===== src/rtl/lut_m_pkg.sv =====
// Shared constants and reset-table contents for the programmable address LUT.
// Feature macro: LUT_M_POSTINC_EN enables post-increment on lookup.
package lut_m_pkg;

   localparam int DEF_DEPTH   = 8;
   localparam int DEF_AW      = 8;
   localparam int DEF_PW      = 8;
   localparam int NZ_DEFAULTS = 5;

   // Entry i resets to i+1 for the first NZ_DEFAULTS entries, else 0.
   function automatic int unsigned lut_default(input int unsigned idx);
      if (idx < NZ_DEFAULTS) begin
         return idx + 1;
      end
      return 0;
   endfunction

endpackage


===== src/rtl/lut_m_entry.sv =====
// One table entry: AW-bit register with reset value, write, and
// increment-by-STRIDE where a write always overrides the increment.
module lut_m_entry
   import lut_m_pkg::*;
#(
   parameter int             AW      = DEF_AW,
   parameter logic [AW-1:0]  STRIDE  = 1,
   parameter logic [AW-1:0]  RST_VAL = '0
) (
   input  logic          clk,
   input  logic          reset,
   input  logic          we,
   input  logic [AW-1:0] wd,
   input  logic          inc,
   output logic [AW-1:0] q
);

   always_ff @(posedge clk) begin
      if (reset) begin
         q <= RST_VAL;
      end else if (we) begin
         q <= wd;
      end else if (inc) begin
         q <= q + STRIDE;
      end
   end

endmodule


===== src/rtl/lut_m_prog.sv =====
// Programmable pointer-to-address lookup table with registered output.
// Feature macro: LUT_M_POSTINC_EN enables post-increment on lookup.
module lut_m_prog
   import lut_m_pkg::*;
#(
   parameter int DEPTH  = DEF_DEPTH,
   parameter int AW     = DEF_AW,
   parameter int PW     = DEF_PW,
   parameter int STRIDE = 1
) (
   input  logic          clk,
   input  logic          reset,
   input  logic          rd_en,
   input  logic [PW-1:0] ptr,
   input  logic          inc,
   input  logic          wr_en,
   input  logic [PW-1:0] wr_ptr,
   input  logic [AW-1:0] wr_data,
   output logic [AW-1:0] dm_adr,
   output logic          adr_vld,
   output logic          ptr_err
);

   localparam logic [31:0]   DEPTH_U  = 32'(DEPTH);
   localparam logic [AW-1:0] STRIDE_W = AW'(STRIDE);

   logic [AW-1:0] q   [DEPTH];
   logic [DEPTH-1:0] we_v;
   logic [DEPTH-1:0] inc_v;
   logic [AW-1:0] rd_val;
   logic          rd_oob;
   logic          inc_q;

`ifdef LUT_M_POSTINC_EN
   assign inc_q = inc;
`else
   logic unused_inc;
   assign unused_inc = inc;
   assign inc_q      = 1'b0;
`endif

   assign rd_oob = 32'(ptr) >= DEPTH_U;

   // Decode write/increment strobes and select the read value.
   always_comb begin
      we_v   = '0;
      inc_v  = '0;
      rd_val = '0;
      for (int i = 0; i < DEPTH; i++) begin
         if (wr_en && wr_ptr == PW'(i)) begin
            we_v[i] = 1'b1;
         end
         if (rd_en && inc_q && ptr == PW'(i)) begin
            inc_v[i] = 1'b1;
         end
         if (ptr == PW'(i)) begin
            rd_val = q[i];
         end
      end
   end

   for (genvar g = 0; g < DEPTH; g++) begin : g_ent
      lut_m_entry #(
         .AW      (AW),
         .STRIDE  (STRIDE_W),
         .RST_VAL (AW'(lut_default(g)))
      ) u_ent (
         .clk   (clk),
         .reset (reset),
         .we    (we_v[g]),
         .wd    (wr_data),
         .inc   (inc_v[g]),
         .q     (q[g])
      );
   end

   // Output register samples pre-edge contents: read-before-write.
   always_ff @(posedge clk) begin
      if (reset) begin
         dm_adr  <= '0;
         adr_vld <= 1'b0;
         ptr_err <= 1'b0;
      end else begin
         adr_vld <= rd_en;
         ptr_err <= rd_en && rd_oob;
         if (rd_en) begin
            dm_adr <= rd_oob ? '0 : rd_val;
         end
      end
   end

endmodule


===== config.mk =====
export PLATFORM = sky130hd
export DESIGN_NAME = lut_m_prog
export DESIGN_NICKNAME = d
export VERILOG_FILES = /design/src/rtl/lut_m_pkg.sv /design/src/rtl/lut_m_entry.sv /design/src/rtl/lut_m_prog.sv
export SDC_FILE = /design/constraint.sdc
export NUM_CORES = 1
export LEC_CHECK = 0
export ABC_CLOCK_PERIOD_IN_PS = 6100
export CELL_PAD_IN_SITES_DETAIL_PLACEMENT = 0
export CELL_PAD_IN_SITES_GLOBAL_PLACEMENT = 1
export CORE_MARGIN = 2
export CORE_UTILIZATION = 40
export CTS_CLUSTER_DIAMETER = 80
export DETAILED_ROUTE_END_ITERATION = 10
export HOLD_SLACK_MARGIN = 0.12
export PLACE_DENSITY = 0.85
export SKIP_CTS_REPAIR_TIMING = 1
export SYNTH_ARGS = -nofsm -noshare
export SYNTH_HDL_FRONTEND = slang
export SYNTH_HIERARCHICAL = 1
export SYNTH_SLANG_ARGS = --single-unit
export TNS_END_PERCENT = 30

===== constraint.sdc =====
create_clock -name clk -period 6.1 [get_ports clk]
set_input_delay 1.22 -clock clk [delete_from_list [all_inputs] [get_ports clk]]
set_output_delay 1.22 -clock clk [all_outputs]
set_load 0.02 [all_outputs]

==> results of run 1 <==
## flip-flops by register name, summed over array words and instances, names as in the netlist
signal,count
ptr_err,1
g_ent.u_ent/q,64
dm_adr,8
adr_vld,1
## layout make-up
class	instances	area share, %
clock inverters	5	1.02
multi-input cells	437	55.0
flip-flops and latches	74	27.5
repair buffers	40	7.20
inverters	23	1.60
clock buffers	11	4.32
well taps	143	3.32
## cell families after synthesis
kind of cell	Yosys count
compound gates	140
xor+xnor	30
fa+ha+maj	8
buf+inv	54
flops	74
mux	45
other cells	1
simple gates	206
## metal layers
metal | track usage, % | part of all wire [%]
met1 | 27.7 | 46
met3 | 2.75 | 3.6
met2 | 33.9 | 48
met4 | 8.62 | 2.8
met5 | 0 | 0
## Yosys cell counts (all sizes together) (2+ instances only)
master / number / share of area (%)
a221oi: 2 / 0.37
nand2b: 10 / 1.3
xnor2: 4 / 0.75
o21bai: 2 / 0.32
o31ai: 6 / 0.96
nand4: 24 / 3.5
o221ai: 2 / 0.64
mux2i: 35 / 7.5
inv: 23 / 1.8
nor3: 15 / 1.7
or3b: 6 / 1.1
a211oi: 18 / 2.9
o211ai: 26 / 4.2
o21ai: 15 / 1.6
nand3: 27 / 2.9
or4: 15 / 2.6
buf: 23 / 3.4
o22ai: 5 / 0.67
o31a: 10 / 1.9
dfxtp: 74 / 32
o21a: 14 / 2.2
nand3b: 4 / 0.64
ha: 8 / 2.1
a21oi: 36 / 3.8
clkbuf: 8 / 0.64
nor3b: 22 / 3.5
mux2: 9 / 2.2
nor2: 47 / 3.8
a21o: 2 / 0.37
or2: 3 / 0.40
nor2b: 2 / 0.27
xor2: 26 / 4.8
nand2: 29 / 2.3
## per-stage QoR
step	worst slack [ns]	hold WS [ns]
after floorplan	2.97	0.516
after global placement	2.06	0.442
after detailed placement	1.98	0.448
after CTS	2.34	0.461
after global routing	2.18	0.490
final	2.32	0.454
## worst max-delay path by stage
stage                                                  end  slack (ns)  startpoint
after floorplan           g_ent[5].u_ent/q[2]$_SDFFE_PP0P_        2.97   wr_ptr[3]
after global placement    g_ent[6].u_ent/q[4]$_SDFFE_PP0P_        2.06   wr_ptr[4]
after detailed placement  g_ent[6].u_ent/q[2]$_SDFFE_PP0P_        1.98   wr_ptr[4]
after CTS                 g_ent[6].u_ent/q[2]$_SDFFE_PP0P_        2.34   wr_ptr[4]
after global routing      g_ent[6].u_ent/q[3]$_SDFFE_PP0P_        2.18   wr_ptr[4]
final                     g_ent[6].u_ent/q[2]$_SDFFE_PP0P_        2.32   wr_ptr[4]
## worst max-delay path: stages
cell             delay (ns)
clkdlybuf4s50_1        0.44
or4_4                  0.49
or4b_4                 0.54
nor2_1                 0.77
inv_1                  0.27
nor2_1                 0.17
a211oi_1               0.07
## power by group through the flow
stage / Clock, mW / Sequential [mW] / Combinational, mW
finish: 0.526 / 0.528 / 0.151
global route: 0.554 / 0.531 / 0.168
floorplan: 0 / 0.531 / 0.103
global placement: 0 / 0.537 / 0.144
detailed placement: 0 / 0.538 / 0.148
CTS: 0.535 / 0.527 / 0.149
==> flow_metrics.py, run 1 <==
metrics = {
    "die": {
        "initial_core_util_pct": 41.1,
        "rows": 39,
        "dieArea_um2": 12600,
        "core_area_um2": 11400,
        "design.portCount": 39,
        "die_x_um": 112,
        "die_h_um": 112,
    },
    "placed_design": {
        "hpwl_mm": 8.92,
        "port_buffers": 37,
        "placed_cells": 717,
        "postPlaceCellArea_um2": 5100,
        "place.gp.congestion": 0.841,
    },
    "setup_path": {
        "crit_type": "in -> reg",
        "crit_fanout": 11,
        "critPathRequiredTime_ns": 6.28,
        "arrival_ns": 3.96,
        "rr_endpoint": "dm_adr[4]$_SDFFE_PP0P_",
        "rr_worst_depth": 4,
        "cp-end-kind": "flip-flop",
        "worstSetupStartpointType": "primary input",
        "r2r_slack_ns": 4.58,
        "r2r-start": "g_ent[0].u_ent/q[4]$_SDFFE_PP0P_",
    },
    "power": {
        "vdd_drop_max_mv": 0.124,
        "p_leak_nw": 1.82,
        "finalPower_mw": 1.21,
        "power_density_nw_per_um2": 224,
        "p_seq_share_pct": 43.8,
        "p_sw_mw": 0.321,
        "power_frac_comb_pct": 12.6,
        "p_sw_share_pct": 26.6,
        "internal_power_mw": 0.884,
        "power_frac_clock_pct": 43.6,
    },
    "final_layout": {
        "final_area_um2": 5390,
        "seqCellArea_um2": 1480,
        "layout_commonest_cell": "dfxtp_1",
        "layout-drive-gt1-share_pct": 6.61,
        "fillers": 1161,
        "area_growth_pct": 14.7,
        "final_nets": 622,
        "multi_input_area_um2": 2960,
        "fin_util_pct": 47.2,
        "final_cell_mix": "dfxtp_1, nor2_1, a21oi_1, clkdlybuf4s50_1, mux2i_1",
        "instances_no_fill": 733,
        "n_antenna_cell": 0,
    },
    "timing": {
        "fmax_mhz": 264,
        "setup_violations": 0,
        "fin_crit_sh_pct": 62.0,
        "slew_viol_final": 0,
        "finalSetupTns_ns": 0,
        "relSlewSlack_pct": 34.0,
        "finClkSkew_ns": 0.00778,
        "post-route-min-period_ns": 3.78,
        "rsz0062_at_grt": "false",
        "worst_slew_pin_slew_ns": 0.987,
        "hold_viol": 0,
    },
    "synth": {
        "synth_top_family_by_area": "simple AND/OR/NAND/NOR gates",
        "postSynthCellCount": 558,
        "ys_seq_area_share_pct": 31.5,
        "synth.cell_area_um2": 4700,
        "ys.flop_type": "dfxtp_1",
        "ys_types": 46,
        "synth_warnings": 6,
        "synth-simple-area-share_pct": 24.4,
        "synth-seq-cells": 74,
        "ys_async_sr_fraction_pct": 0,
        "synth-adder-area-share_pct": 2.13,
        "synth_compound_area_share_pct": 20.3,
        "syn_avg_cell_area_um2": 8.42,
        "synth.area.mux_share_pct": 10.1,
        "synth-xor-area-share_pct": 5.59,
        "synth_edf_count": 0,
    },
    "hold_path": {
        "holdPathEnd": "dm_adr[5]$_SDFFE_PP0P_",
        "hp-start": "dm_adr[5]$_SDFFE_PP0P_",
        "hp-class": "reg -> reg",
        "hold_depth": 2,
    },
    "grt": {
        "grt_pass1_vias": 4019,
        "grt-ovfl-total": 0,
        "antenna_found_initial": 0,
        "grt_start_max_net_pins": 83,
        "grt_use_total_pct": 20.7,
        "grt_pass1_wl_mm": 21.0,
    },
    "clock_network": {
        "clock_path_buffers": 2,
        "clk_latency_ns": 0.34,
        "cts_tree": "yes",
        "cts_htree_levels": 3,
        "root_buffer": "clkbuf_16",
        "cts_buffers": 9,
        "cts.reportedPaths.clkPinSlew_ns": 0.06,
        "cts.sinks": 74,
    },
    "drt": {
        "routed_wl_mm": 12.9,
        "drc": 0,
        "dr.pass1.iters": 6,
        "final_antenna_net_count": 0,
        "vias_per_cell": 5.88,
        "vias": 4311,
        "drt_iter0_markers": 323,
        "avgRoutedWirePerCell_um": 17.5,
    },
    "run": {
        "drv_cap": 0,
    },
    "status": {
        "run_status": "complete, no violations",
    },
}
Power figures use the tool's default switching activity.
==> inputs of run 2 (changes only) <==
Settings changed: ABC_CLOCK_PERIOD_IN_PS 6100 to 3700.
Clock period 6.1 ns to 3.7 ns, I/O delays scaled along.
==> run 2 against run 1 <==
Net effect: count of clock-buffer cells in the layout up 2; sequential power increased by 65%; cell count increased by 1.4%; final area is 1.3% higher; worst hold slack gained 0.0013 ns; worst setup slack worse by 1.4 ns; die area unchanged; sequential share of layout area shrank 0.34 points; non-clock buffer count increased by 10.
==> flow_metrics.py, run 2 (synthesized netlist as in run 1, its figures left out) <==
metrics = {
    "final_layout": {
        "area_growth_pct": 16.1,
        "final_nets": 632,
        "top_register": "g_ent.u_ent/q",
        "seqCellArea_um2": 1480,
        "n_antenna_cell": 0,
        "reg_top3": "g_ent.u_ent/q: 64 flops, dm_adr: 8 flops",
        "layout_commonest_cell": "dfxtp_1",
        "layout-drive-gt1-share_pct": 7.83,
        "multi_input_area_um2": 2960,
        "fin_util_pct": 47.8,
        "fillers": 1090,
        "final_cell_mix": "dfxtp_1, nor2_1, a21oi_1, clkdlybuf4s50_1, mux2i_1",
        "largest_register_ffs": 64,
    },
    "grt": {
        "antenna_found_initial": 0,
        "grt_start_max_net_pins": 30,
        "grt_pass1_vias": 4082,
        "grt_use_total_pct": 20.6,
        "grt_pass1_wl_mm": 21.0,
        "grt-ovfl-total": 0,
    },
    "timing": {
        "worst_slew_pin_slew_ns": 0.731,
        "setup_violations": 0,
        "rsz0062_at_grt": "false",
        "post-route-min-period_ns": 2.81,
        "hold_viol": 0,
        "hold-worst-slack_ns": 0.455,
        "worst_slack_ns": 0.887,
        "slew_viol_final": 0,
        "fin_crit_sh_pct": 76.0,
        "finClkSkew_ns": 0.00289,
        "relSlewSlack_pct": 50.0,
        "finalSetupTns_ns": 0,
        "fmax_mhz": 355,
    },
    "setup_path": {
        "critical_path.top_delay_family": "simple AND/OR/NAND/NOR gates",
        "cp_num_buf_inv": 2,
        "worstSetupStartpointType": "primary input",
        "cp-end-kind": "flip-flop",
        "crit_type": "in -> reg",
        "max_stage_delay_ns": 0.49,
        "crit_fanout": 9,
        "slowest_stage": "or4_4",
        "critPathRequiredTime_ns": 3.92,
        "crit_chain": "clkdlybuf4s50_1 -> or4_4 -> or4_4 -> nor2_1 -> buf_4 -> mux2i_1 -> nor2_1",
        "arrival_ns": 3.03,
    },
    "drt": {
        "routed_wl_mm": 12.8,
        "vias_per_cell": 5.77,
        "vias": 4290,
        "drt_iter0_markers": 260,
        "dr.pass1.iters": 5,
        "avgRoutedWirePerCell_um": 17.3,
        "final_antenna_net_count": 0,
        "drc": 0,
    },
    "placed_design": {
        "place.gp.congestion": 0.859,
        "port_buffers": 37,
        "hpwl_mm": 9.16,
        "pre_cts_ws_ns": 0.544,
    },
    "power": {
        "power_density_nw_per_um2": 361,
        "p_seq_share_pct": 44.2,
        "internal_power_mw": 1.46,
        "power_frac_comb_pct": 12.7,
        "p_leak_nw": 1.87,
        "p_sw_mw": 0.510,
        "vdd_drop_max_mv": 0.251,
        "p_sw_share_pct": 25.9,
        "power_frac_clock_pct": 43.1,
    },
    "die": {
        "rows": 39,
        "dieArea_um2": 12600,
        "core_area_um2": 11400,
        "die_h_um": 112,
        "design.portCount": 39,
        "die_x_um": 112,
        "initial_core_util_pct": 41.1,
    },
    "clock_network": {
        "cts_tree": "yes",
        "cts.reportedPaths.clkPinSlew_ns": 0.06,
        "root_buffer": "clkbuf_16",
        "cts.sinks": 74,
        "clock_path_buffers": 2,
        "cts_buffers": 9,
        "cts_htree_levels": 3,
        "clk_latency_ns": 0.33,
    },
    "hold_path": {
        "hp-class": "reg -> reg",
    },
    "status": {
        "run_status": "complete, no violations",
    },
    "run": {
        "drv_cap": 0,
    },
}
-- run 2: changes by cell type in the layout (fill, tap and decap cells not counted), sizes merged --
cell,change
clkinvlp,-2
clkbuf,+2
buf,+10
-- run 2: worst paths after layout --
| path | startpoint | to | slack [ns] | cells past startpoint |
|---|---|---|---|---|
| worst max register to register | g_ent[2].u_ent/q[4]$_SDFFE_PP0P_ | dm_adr[4]$_SDFFE_PP0P_ | 2.04 | 4 |
| worst max-delay path | wr_ptr[4] | g_ent[3].u_ent/q[0]$_SDFFE_PP0P_ | 0.89 | 7 |
| worst min register to register | dm_adr[5]$_SDFFE_PP0P_ | dm_adr[5]$_SDFFE_PP0P_ | 0.46 | 2 |
| worst min-delay path | dm_adr[5]$_SDFFE_PP0P_ | dm_adr[5]$_SDFFE_PP0P_ | 0.46 | 2 |
-- run 2: power by group through the flow --
stage | clock network, mW | registers [mW] | logic (mW)
after floorplan | 0 | 0.876 | 0.170
after global placement | 0 | 0.885 | 0.238
after detailed placement | 0 | 0.887 | 0.243
after CTS | 0.868 | 0.869 | 0.244
after global routing | 0.899 | 0.875 | 0.278
final | 0.849 | 0.871 | 0.250
-- run 2: worst min-delay path, stage by stage, from the launching register on --
cell	delay, ns
dfxtp_1	0.32
nand2_1	0.05
o31ai_1	0.05
-- run 2: final cells by class --
class / instances / area share (%)
Sequential cell: 74 / 27.2
Clock buffer: 13 / 4.40
Timing Repair Buffer: 50 / 8.49
Multi-Input combinational cell: 437 / 54.3
Inverter: 23 / 1.58
Tap cell: 143 / 3.28
Clock inverter: 3 / 0.734
-- run 2: through the flow --
| step | area [um^2] | cells | power (mW) |
|---|---|---|---|
| global placement | 5170 | 727 | 1.12 |
| CTS | 5450 | 743 | 1.98 |
| floorplan | 4720 | 565 | 1.05 |
| detailed placement | 5170 | 727 | 1.13 |
| global route | 5450 | 743 | 2.05 |
| finish | 5450 | 743 | 1.97 |
-- run 2: layer usage --
metal  global-route usage [%]  vias to the layer above  routed length (um)
met5                        0                        -                   0
met4                     5.12                        0                 154
met3                     3.83                       12                 518
met2                     35.1                       88                6260
met1                     27.1                     2045                5900
li1                         -                     2145                   -
